$ cat config.mk
export PLATFORM = sky130hd
export DESIGN_NAME = sampling_vae_stream
export DESIGN_NICKNAME = d
export VERILOG_FILES = /design/src/rtl/sampling_vae_stream_pkg.sv /design/src/rtl/sampling_lfsr.sv /design/src/rtl/sampling_vae_stream.sv
export SDC_FILE = /design/constraint.sdc
export NUM_CORES = 2
export LEC_CHECK = 0
export BUFFER_PORTS_ARGS = -buffer_cell sky130_fd_sc_hd__clkbuf_2
export CAP_MARGIN = 20
export CORE_MARGIN = 2
export CORE_UTILIZATION = 60
export CTS_CLUSTER_SIZE = 30
export DETAILED_ROUTE_END_ITERATION = 8
export PLACE_DENSITY = 0.79
export REMOVE_ABC_BUFFERS = 1
export SYNTH_ARGS = -nofsm -noshare
export SYNTH_HDL_FRONTEND = slang
export SYNTH_SLANG_ARGS = --single-unit
$ cat constraint.sdc
create_clock -name clk -period 12.35 [get_ports clk]
set_clock_uncertainty 0.2 [all_clocks]
set_input_delay 1.235 -clock clk [delete_from_list [all_inputs] [get_ports clk]]
set_output_delay 1.235 -clock clk [all_outputs]
set_load 0.03 [all_outputs]
$ cat src/rtl/sampling_vae_stream_pkg.sv
// ============================================================================
//  Module      : sampling_vae_stream_pkg
//  Description : Shared constants for the VAE reparameterisation sampler:
//                Q4.11 piecewise-sqrt table, LFSR polynomial, seed handling
//                and noise-mode encodings.
//  Revision    : 1.0 - initial release
// ============================================================================
`default_nettype none

package sampling_vae_stream_pkg;

    // Fractional width the sqrt table below is expressed in.
    localparam int C_REF_FRAC = 11;
    localparam int C_NUM_SEG  = 9;

    // Segment breakpoints x1..x8 (Q4.11): 1/32, 1/16, 1/4, 1/2, 2, 4, 8, 12.
    localparam logic [15:0] C_SEG_X [0:7] = '{
        16'h0040, 16'h0080, 16'h0200, 16'h0400,
        16'h1000, 16'h2000, 16'h4000, 16'h6000
    };

    // Per-segment slope m and intercept c (Q4.11); sqrt(v) ~= m*v + c.
    localparam logic [15:0] C_SEG_M [0:8] = '{
        16'h2D41, 16'h12BF, 16'h0AAB, 16'h06A1, 16'h038D,
        16'h0258, 16'h01A8, 16'h0145, 16'h0112
    };
    localparam logic [15:0] C_SEG_C [0:8] = '{
        16'h0000, 16'h00D4, 16'h0155, 16'h0258, 16'h045D,
        16'h06A1, 16'h095F, 16'h0C75, 16'h0EDA
    };

    // Galois LFSR, x^16 + x^14 + x^13 + x^11 + 1 (right-shifting form).
    localparam logic [15:0] C_LFSR_TAPS    = 16'hB400;
    localparam logic [15:0] C_SEED_DEF     = 16'hACE1;
    localparam logic [15:0] C_SEED_SPREAD  = 16'h1F35;
    localparam logic [15:0] C_SEED_NONZERO = 16'hACE1;

    typedef enum logic [1:0] {
        EPS_ZERO = 2'd0,
        EPS_LFSR = 2'd1,
        EPS_EXT  = 2'd2,
        EPS_RSVD = 2'd3
    } eps_mode_e;

    // Decorrelate channels by XOR-ing a per-channel offset into the seed;
    // an all-zero state would lock the LFSR, so it is substituted.
    function automatic logic [15:0] seed_spread(input logic [15:0] base, input int idx);
        logic [15:0] v;
        v = base ^ 16'(idx * int'(C_SEED_SPREAD));
        return (v == 16'h0000) ? C_SEED_NONZERO : v;
    endfunction

    function automatic logic [15:0] lfsr_step(input logic [15:0] s);
        return (s >> 1) ^ (s[0] ? C_LFSR_TAPS : 16'h0000);
    endfunction

endpackage

`default_nettype wire

$ cat src/rtl/sampling_lfsr.sv
// ============================================================================
//  Module      : sampling_lfsr
//  Description : One per-channel 16-bit Galois LFSR noise source with
//                synchronous load and accept-gated advance.
//  Revision    : 1.0 - initial release
// ============================================================================
`default_nettype none

module sampling_lfsr
    import sampling_vae_stream_pkg::*;
#(
    parameter logic [15:0] RST_VAL = 16'hACE1
) (
    input  logic        clk,
    input  logic        rst_n,
    input  logic        adv,
    input  logic        load,
    input  logic [15:0] load_val,
    output logic [15:0] state
);

    // Load has priority over advance so a reseed is never lost.
    always_ff @(posedge clk or negedge rst_n) begin
        if (!rst_n) begin
            state <= RST_VAL;
        end else if (load) begin
            state <= load_val;
        end else if (adv) begin
            state <= lfsr_step(state);
        end
    end

endmodule

`default_nettype wire

$ cat src/rtl/sampling_vae_stream.sv
// ============================================================================
//  Module      : sampling_vae_stream
//  Description : Five-stage pipelined VAE sampler z = mu + sqrt(var) * eps
//                per channel, with valid/ready flow control, global stall,
//                and zero / LFSR / external noise selection.
//  Revision    : 1.0 - initial release
// ============================================================================
`default_nettype none

module sampling_vae_stream
    import sampling_vae_stream_pkg::*;
#(
    parameter int          C        = 2,
    parameter int          WIDTH    = 16,
    parameter int          FRAC     = 11,
    parameter logic [15:0] SEED_DEF = 16'hACE1
) (
    input  logic                 clk,
    input  logic                 rst_n,
    input  logic                 in_valid,
    output logic                 in_ready,
    input  logic [C*WIDTH-1:0]   mu,
    input  logic [C*WIDTH-1:0]   var_in,
    input  logic [1:0]           eps_mode,
    input  logic [C*WIDTH-1:0]   eps_ext,
    input  logic                 seed_load,
    input  logic [15:0]          seed,
    output logic                 out_valid,
    input  logic                 out_ready,
    output logic [C*WIDTH-1:0]   z,
    output logic [C*WIDTH-1:0]   eps_out,
    output logic [C-1:0]         sat
);

    localparam int W   = WIDTH;
    localparam int W1  = WIDTH + 1;
    localparam int W2  = 2 * WIDTH;
    localparam int C_UP = (FRAC >= C_REF_FRAC) ? FRAC - C_REF_FRAC : 0;
    localparam int C_DN = (FRAC <  C_REF_FRAC) ? C_REF_FRAC - FRAC : 0;
    localparam int C_EPS_SH = 13 - FRAC;

    // Bring a Q4.11 table constant into the configured fixed-point format.
    function automatic logic signed [W-1:0] rescale(input logic [15:0] q);
        logic signed [31:0] v;
        v = 32'($signed(q));
        v = (v <<< C_UP) >>> C_DN;
        return W'(v);
    endfunction

    // Returns {m, c} of the sqrt segment covering a non-negative variance.
    function automatic logic [W2-1:0] seg_lookup(input logic signed [W-1:0] v);
        logic [3:0] k;
        k = 4'd0;
        for (int j = 0; j < C_NUM_SEG - 1; j++) begin
            if (v >= rescale(C_SEG_X[j])) k = 4'(j + 1);
        end
        return {rescale(C_SEG_M[k]), rescale(C_SEG_C[k])};
    endfunction

    // Fixed-point multiply, floor shift by FRAC, saturate; MSB = saturated.
    function automatic logic [W:0] mul_sat(input logic signed [W-1:0] a,
                                           input logic signed [W-1:0] b);
        logic signed [W2-1:0] prod;
        logic signed [W2-1:0] shf;
        prod = W2'(a) * W2'(b);
        shf  = prod >>> FRAC;
        if ((&shf[W2-1:W-1]) || !(|shf[W2-1:W-1]))
            return {1'b0, shf[W-1:0]};
        else if (shf[W2-1])
            return {1'b1, 1'b1, {(W-1){1'b0}}};
        else
            return {1'b1, 1'b0, {(W-1){1'b1}}};
    endfunction

    // Saturating add on a WIDTH+1 sum; MSB = saturated.
    function automatic logic [W:0] add_sat(input logic signed [W-1:0] a,
                                           input logic signed [W-1:0] b);
        logic signed [W1-1:0] s;
        s = W1'(a) + W1'(b);
        if (s[W] == s[W-1])
            return {1'b0, s[W-1:0]};
        else if (s[W])
            return {1'b1, 1'b1, {(W-1){1'b0}}};
        else
            return {1'b1, 1'b0, {(W-1){1'b1}}};
    endfunction

    logic w_en;
    logic w_accept;
    logic w_adv;
    logic r_v1, r_v2, r_v3, r_v4;

    assign w_en     = !out_valid || out_ready;
    assign in_ready = w_en;
    assign w_accept = in_valid && w_en;
    assign w_adv    = w_accept && (eps_mode == EPS_LFSR);

    // Valid bits travel with their data and freeze during a stall.
    always_ff @(posedge clk or negedge rst_n) begin
        if (!rst_n) begin
            r_v1 <= 1'b0; r_v2 <= 1'b0; r_v3 <= 1'b0; r_v4 <= 1'b0;
            out_valid <= 1'b0;
        end else if (w_en) begin
            r_v1 <= w_accept;
            r_v2 <= r_v1;
            r_v3 <= r_v2;
            r_v4 <= r_v3;
            out_valid <= r_v4;
        end
    end

    for (genvar i = 0; i < C; i++) begin : g_ch
        logic signed [W-1:0] w_mu, w_var, w_var_cl, w_eps_ext, w_eps, w_m, w_c;
        logic signed [15:0]  w_lfsr_sx;
        logic [15:0]         w_lfsr, w_load_val;
        logic [W:0]          w_p, w_sig, w_q, w_zs;

        logic signed [W-1:0] r_s1_mu, r_s1_var, r_s1_eps, r_s1_m, r_s1_c;
        logic signed [W-1:0] r_s2_mu, r_s2_eps, r_s2_p, r_s2_c;
        logic signed [W-1:0] r_s3_mu, r_s3_eps, r_s3_sig;
        logic signed [W-1:0] r_s4_mu, r_s4_eps, r_s4_q;
        logic [W-1:0]        r_z, r_eps_o;
        logic                r_s2_sat, r_s3_sat, r_s4_sat, r_sat;

        assign w_mu       = mu[i*W +: W];
        assign w_var      = var_in[i*W +: W];
        assign w_eps_ext  = eps_ext[i*W +: W];
        assign w_var_cl   = w_var[W-1] ? '0 : w_var;
        assign {w_m, w_c} = seg_lookup(w_var_cl);
        assign w_load_val = seed_spread(seed, i);
        // Keep LFSR[FRAC+2:0] and sign-extend it: noise in [-4, 4).
        assign w_lfsr_sx  = $signed(w_lfsr << C_EPS_SH) >>> C_EPS_SH;

        sampling_lfsr #(
            .RST_VAL (seed_spread(SEED_DEF, i))
        ) u_lfsr (
            .clk      (clk),
            .rst_n    (rst_n),
            .adv      (w_adv),
            .load     (seed_load),
            .load_val (w_load_val),
            .state    (w_lfsr)
        );

        // Noise source chosen per beat; the reserved mode behaves as zero.
        always_comb begin
            w_eps = '0;
            case (eps_mode)
                EPS_LFSR: w_eps = W'(w_lfsr_sx);
                EPS_EXT:  w_eps = w_eps_ext;
                default:  w_eps = '0;
            endcase
        end

        assign w_p   = mul_sat(r_s1_var, r_s1_m);
        assign w_sig = add_sat(r_s2_p, r_s2_c);
        assign w_q   = mul_sat(r_s3_sig, r_s3_eps);
        assign w_zs  = add_sat(r_s4_q, r_s4_mu);

        // Datapath S1..S5; saturation flags accumulate down the pipe.
        always_ff @(posedge clk or negedge rst_n) begin
            if (!rst_n) begin
                r_s1_mu <= '0; r_s1_var <= '0; r_s1_eps <= '0; r_s1_m <= '0; r_s1_c <= '0;
                r_s2_mu <= '0; r_s2_eps <= '0; r_s2_p <= '0; r_s2_c <= '0; r_s2_sat <= 1'b0;
                r_s3_mu <= '0; r_s3_eps <= '0; r_s3_sig <= '0; r_s3_sat <= 1'b0;
                r_s4_mu <= '0; r_s4_eps <= '0; r_s4_q <= '0; r_s4_sat <= 1'b0;
                r_z <= '0; r_eps_o <= '0; r_sat <= 1'b0;
            end else if (w_en) begin
                r_s1_mu  <= w_mu;
                r_s1_var <= w_var_cl;
                r_s1_eps <= w_eps;
                r_s1_m   <= w_m;
                r_s1_c   <= w_c;
                r_s2_mu  <= r_s1_mu;
                r_s2_eps <= r_s1_eps;
                r_s2_p   <= w_p[W-1:0];
                r_s2_c   <= r_s1_c;
                r_s2_sat <= w_p[W];
                r_s3_mu  <= r_s2_mu;
                r_s3_eps <= r_s2_eps;
                r_s3_sig <= w_sig[W-1:0];
                r_s3_sat <= r_s2_sat | w_sig[W];
                r_s4_mu  <= r_s3_mu;
                r_s4_eps <= r_s3_eps;
                r_s4_q   <= w_q[W-1:0];
                r_s4_sat <= r_s3_sat | w_q[W];
                r_z      <= w_zs[W-1:0];
                r_eps_o  <= r_s4_eps;
                r_sat    <= r_s4_sat | w_zs[W];
            end
        end

        assign z[i*W +: W]       = r_z;
        assign eps_out[i*W +: W] = r_eps_o;
        assign sat[i]            = r_sat;
    end

endmodule

`default_nettype wire

==> results.md <==
* Fin crit share at about three fifths
* WL/cell at ~18 um
* Core ar. at between 90000 and 100000 um^2
* FF+latch count, synth at 561
* Total of max-cap violations at 0
* Cts hold-fix bufs at 0
* Worst R2R Setup Slack at ~4.7 ns
* Normalized max-slew margin at 25.2%
* Mux share of post-synthesis cell area at less than 1%
* CTS sink cnt at approximately 560
* CP Capture Type: flip-flop
* R2r startpoint: g_ch[0].r_s3_eps[1]$_DFFE_PN0N_
* Ys flop type: dfrtp_1
* Pin count of the biggest net entering global routing at about 220
* Total gr overflow at 0
* Worst hold path class: flip-flop to flip-flop
* Post_cts resized at 0
* NumNets Final at approximately 7800
* Share of synthesized registers carrying an async set or reset at 100%
* XOR/XNOR Fraction of Synth Area at between 1.5 and 2%
* Fmax at ~0.13 GHz
* Outcome: finished clean
* Final setup TNS at 0 ns
* Fin area at ~62000 um^2
* Arr. time, crit path at between 7 and 8 ns
* Placed Cells at between 7000 and 8000
* Clk buf depth at 3
* Initial core utilization at 60.3%
* Yosys cell types at 88
* Crit path required time at 12.63 ns
* Gpl congestion at between 0.9 and 1
* Total GRT Usage at around 28%
* Row Count at 114
* Area fraction in compound gates after synthesis at a little over 8%
* HP Start: g_ch[1].r_eps_o[4]$_DFFE_PN0N_
* Critical R2R Capture: g_ch[0].r_s4_sat$_DFFE_PN0N_
* Final WL at ~140 mm
* Worst path cell trace: nand2_1 -> inv_1 -> fa_1 -> inv_1 -> fa_1 -> inv_1 -> fa_1 -> fa_1 -> fa_1 -> inv_1 -> fa_1 -> inv_1 -> ha_1 -> a211oi_2 -> o211ai_1 -> a32oi_1 -> o31ai_4 -> o41ai_2 -> nor2b_1 -> a2111oi_0 -> a21oi_1 -> o22ai_4 -> a31oi_1
* Crit-path max cell delay at around 0.70 ns
* Worst path slowest cell: fa_1
* Synthesized area at around 58000 um^2
* H-tree Lvls at 3
* Synthesis-to-layout area growth at 6.94%
* Worst Setup Start Kind: flip-flop
* CTS tree: done
* Root Driver: clkbuf_16
* Adder-Cell Fraction of Synth Area at 38.3%
* Synth warn at 0
* Sequential-to-total area share from yosys stat at about a quarter
* Family with the most delay on the worst path: adder cells
* Port Buffers at around 190
* Antenna violations before repair at 15
* Largest family of logic cells by synthesized area: adder cells
* Tmin final at between 7 and 8 ns
* CP Max Fanout at 18
* Crit path buffers/inverters at 5
* Syn Area/Cell at 9.07 um^2
* R2R depth at 23
* CP most frequent cell: fa_1
* HPWL after DPL at approximately 100 mm
* Num CTS Buffers at 67
* Fin. Hold Viols at 0
* I/O Pins at ~190
* RSZ-0062 raised after global routing: false
* Fin. max-slew vios at 0
* First-pass GRT wire length at around 230 mm
* Clock transition at the registers of the reported paths at about 0.060 ns
* Via count at approximately 43000
* Area after DPL at ~60000 um^2
* Number of global-route vias before repair at 44400
* Die W at roughly 320 um
* Chip height at ~320 um
* DRT antenna net count at 0
* Post-synth EDFFs at 0
* Drt pass-1 iters at 5
* Routed vias/inst at 5.54
* Critical path class: flip-flop to flip-flop
* Cells after Synth at 6412
* Final setup violation count at 0
* Die area at 99500 um^2
* Starting DRC count in detailed routing at ~3200
* Drc violations at 0
* Final cell count without fillers at around 7700
* Postcts setup bufs at 0
* Hold worst-path end: g_ch[1].r_eps_o[4]$_DFFE_PN0N_
* Actual slew at the worst max-slew pin at between 1 and 1.5 ns
* Share of cells above drive strength 1 at around 5.9%
* Clock Latency Late Sink at about 0.65 ns
* Post-Synth Simple-Gate Area at 18.3%
* Hold Path Depth at 2
* WHS at between 0.2 and 0.3 ns
==> how the worst max path moves through the flow <==
stage | start | endpoint | slack [ns] | cells after the start
after floorplan | out_ready | g_ch[0].u_lfsr.state[10]$_DFFE_PN1P_ | -25.22 | 6
after global placement | g_ch[0].r_s3_eps[3]$_DFFE_PN0N_ | g_ch[0].r_s4_q[6]$_DFFE_PN0N_ | 5.04 | 21
after detailed placement | g_ch[0].r_s3_eps[1]$_DFFE_PN0N_ | g_ch[0].r_s4_q[6]$_DFFE_PN0N_ | 4.80 | 23
after CTS | g_ch[0].r_s3_eps[1]$_DFFE_PN0N_ | g_ch[0].r_s4_q[6]$_DFFE_PN0N_ | 4.72 | 23
after global routing | g_ch[0].r_s3_eps[1]$_DFFE_PN0N_ | g_ch[0].r_s4_sat$_DFFE_PN0N_ | 4.26 | 23
final | g_ch[0].r_s3_eps[1]$_DFFE_PN0N_ | g_ch[0].r_s4_sat$_DFFE_PN0N_ | 4.72 | 23
==> stage by stage <==
step / utilization, % / setup WS, ns
4_1_cts: 64.5 / 4.72
6_report: 64.5 / 4.72
5_1_grt: 64.5 / 4.26
2_1_floorplan: - / -25.22
3_5_place_dp: 62.0 / 4.80
3_3_place_gp: 62.0 / 5.04
==> kinds of logic (layout without fill, tap and decap cells) <==
| logic type | Yosys count | after routing |
|---|---|---|
| flops | 561 | 561 |
| other cells | 0 | 7 |
| compound gates | 699 | 699 |
| xor+xnor | 128 | 128 |
| fa+ha+maj | 1277 | 1277 |
| simple gates | 2379 | 2379 |
| mux | 21 | 21 |
| buf+inv | 1347 | 1381 |
==> layout make-up <==
cell class,count,area [um^2]
multi-input combinational,4504,39000
timing repair buffer,201,1130
antenna,7,17.5
sequential,561,14100
clock buffer,88,1900
clock inverter,33,492
tap,1276,1600
fill,7752,34200
inverter,1059,3980
==> cells in the final DEF, fill, tap and decap left out, types with 33 or more instances in the layout <==
| cell type | netlist | routed |
|---|---|---|
| a21o_1 | 44 | 44 |
| a21oi_1 | 166 | 166 |
| and2_1 | 449 | 449 |
| clkbuf_16 | 0 | 69 |
| clkbuf_2 | 0 | 185 |
| dfrtp_1 | 544 | 544 |
| fa_1 | 836 | 836 |
| ha_1 | 441 | 441 |
| inv_1 | 1058 | 1058 |
| nand2_1 | 1517 | 1517 |
| nor2_1 | 179 | 179 |
| nor2b_1 | 34 | 33 |
| o21a_1 | 49 | 49 |
| o21ai_0 | 152 | 151 |
| o22a_1 | 42 | 42 |
| xnor2_1 | 90 | 90 |
| xor2_1 | 38 | 38 |
==> Yosys cell counts, types with 28 or more instances <==
cell / n / share of area [%]
dfrtp_1: 544 / 23
a211oi_1: 29 / 0.37
ha_1: 441 / 9.5
o22a_1: 42 / 0.63
a22oi_1: 29 / 0.37
fa_1: 836 / 29
nand3b_1: 31 / 0.40
o211ai_1: 32 / 0.41
and2_1: 449 / 4.8
nor3_1: 29 / 0.25
inv_1: 1058 / 6.8
clkbuf_1: 275 / 1.8
a21o_1: 44 / 0.57
a21oi_1: 166 / 1.4
xor2_1: 38 / 0.57
nand2_1: 1517 / 9.8
nand3_1: 28 / 0.24
o21a_1: 49 / 0.63
nor2b_1: 34 / 0.37
nand2b_1: 29 / 0.31
xnor2_1: 90 / 1.4
nor2_1: 179 / 1.2
o21ai_0: 152 / 1.3
==> sequential cells by signal (all words and copies together), names as in the netlist, 22 cells and up <==
signal,count
g_ch.r_s2_c,22
g_ch.r_s1_eps,32
g_ch.r_s2_eps,32
g_ch.r_z,32
g_ch.r_s1_var,30
g_ch.r_s3_eps,32
g_ch.r_s3_mu,32
g_ch.r_s1_m,28
g_ch.r_s4_mu,32
g_ch.r_s2_p,32
g_ch.r_eps_o,32
g_ch.r_s4_q,32
g_ch.r_s3_sig,32
g_ch.r_s4_eps,32
g_ch.u_lfsr.state,32
g_ch.r_s2_mu,32
g_ch.r_s1_mu,32
==> metal layers <==
metal  track usage [%]  part of all wire, %  vias to the layer above
li1                  -                    -                    19700
met1              39.8                   44                    21400
met2              44.3                   46                     1428
met3              5.98                  8.1                      250
met4              7.88                  2.4                       20
met5                 0                0.092                        -
==> worst register-to-register path: stages (launching register included) <==
cell and delay [ns]:
dfrtp_1 0.63, nand2_1 0.24, inv_1 0.11, fa_1 0.70
inv_1 0.14, fa_1 0.52, inv_1 0.06, fa_1 0.48
fa_1 0.51, fa_1 0.49, inv_1 0.05, fa_1 0.47
inv_1 0.04, ha_1 0.33, a211oi_2 0.24, o211ai_1 0.18
a32oi_1 0.31, o31ai_4 0.16, o41ai_2 0.41, nor2b_1 0.09
a2111oi_0 0.41, a21oi_1 0.15, o22ai_4 0.41, a31oi_1 0.15
Power is not shown: default switching activity piles up to over one toggle a cycle in this logic, so the estimate is an artifact.
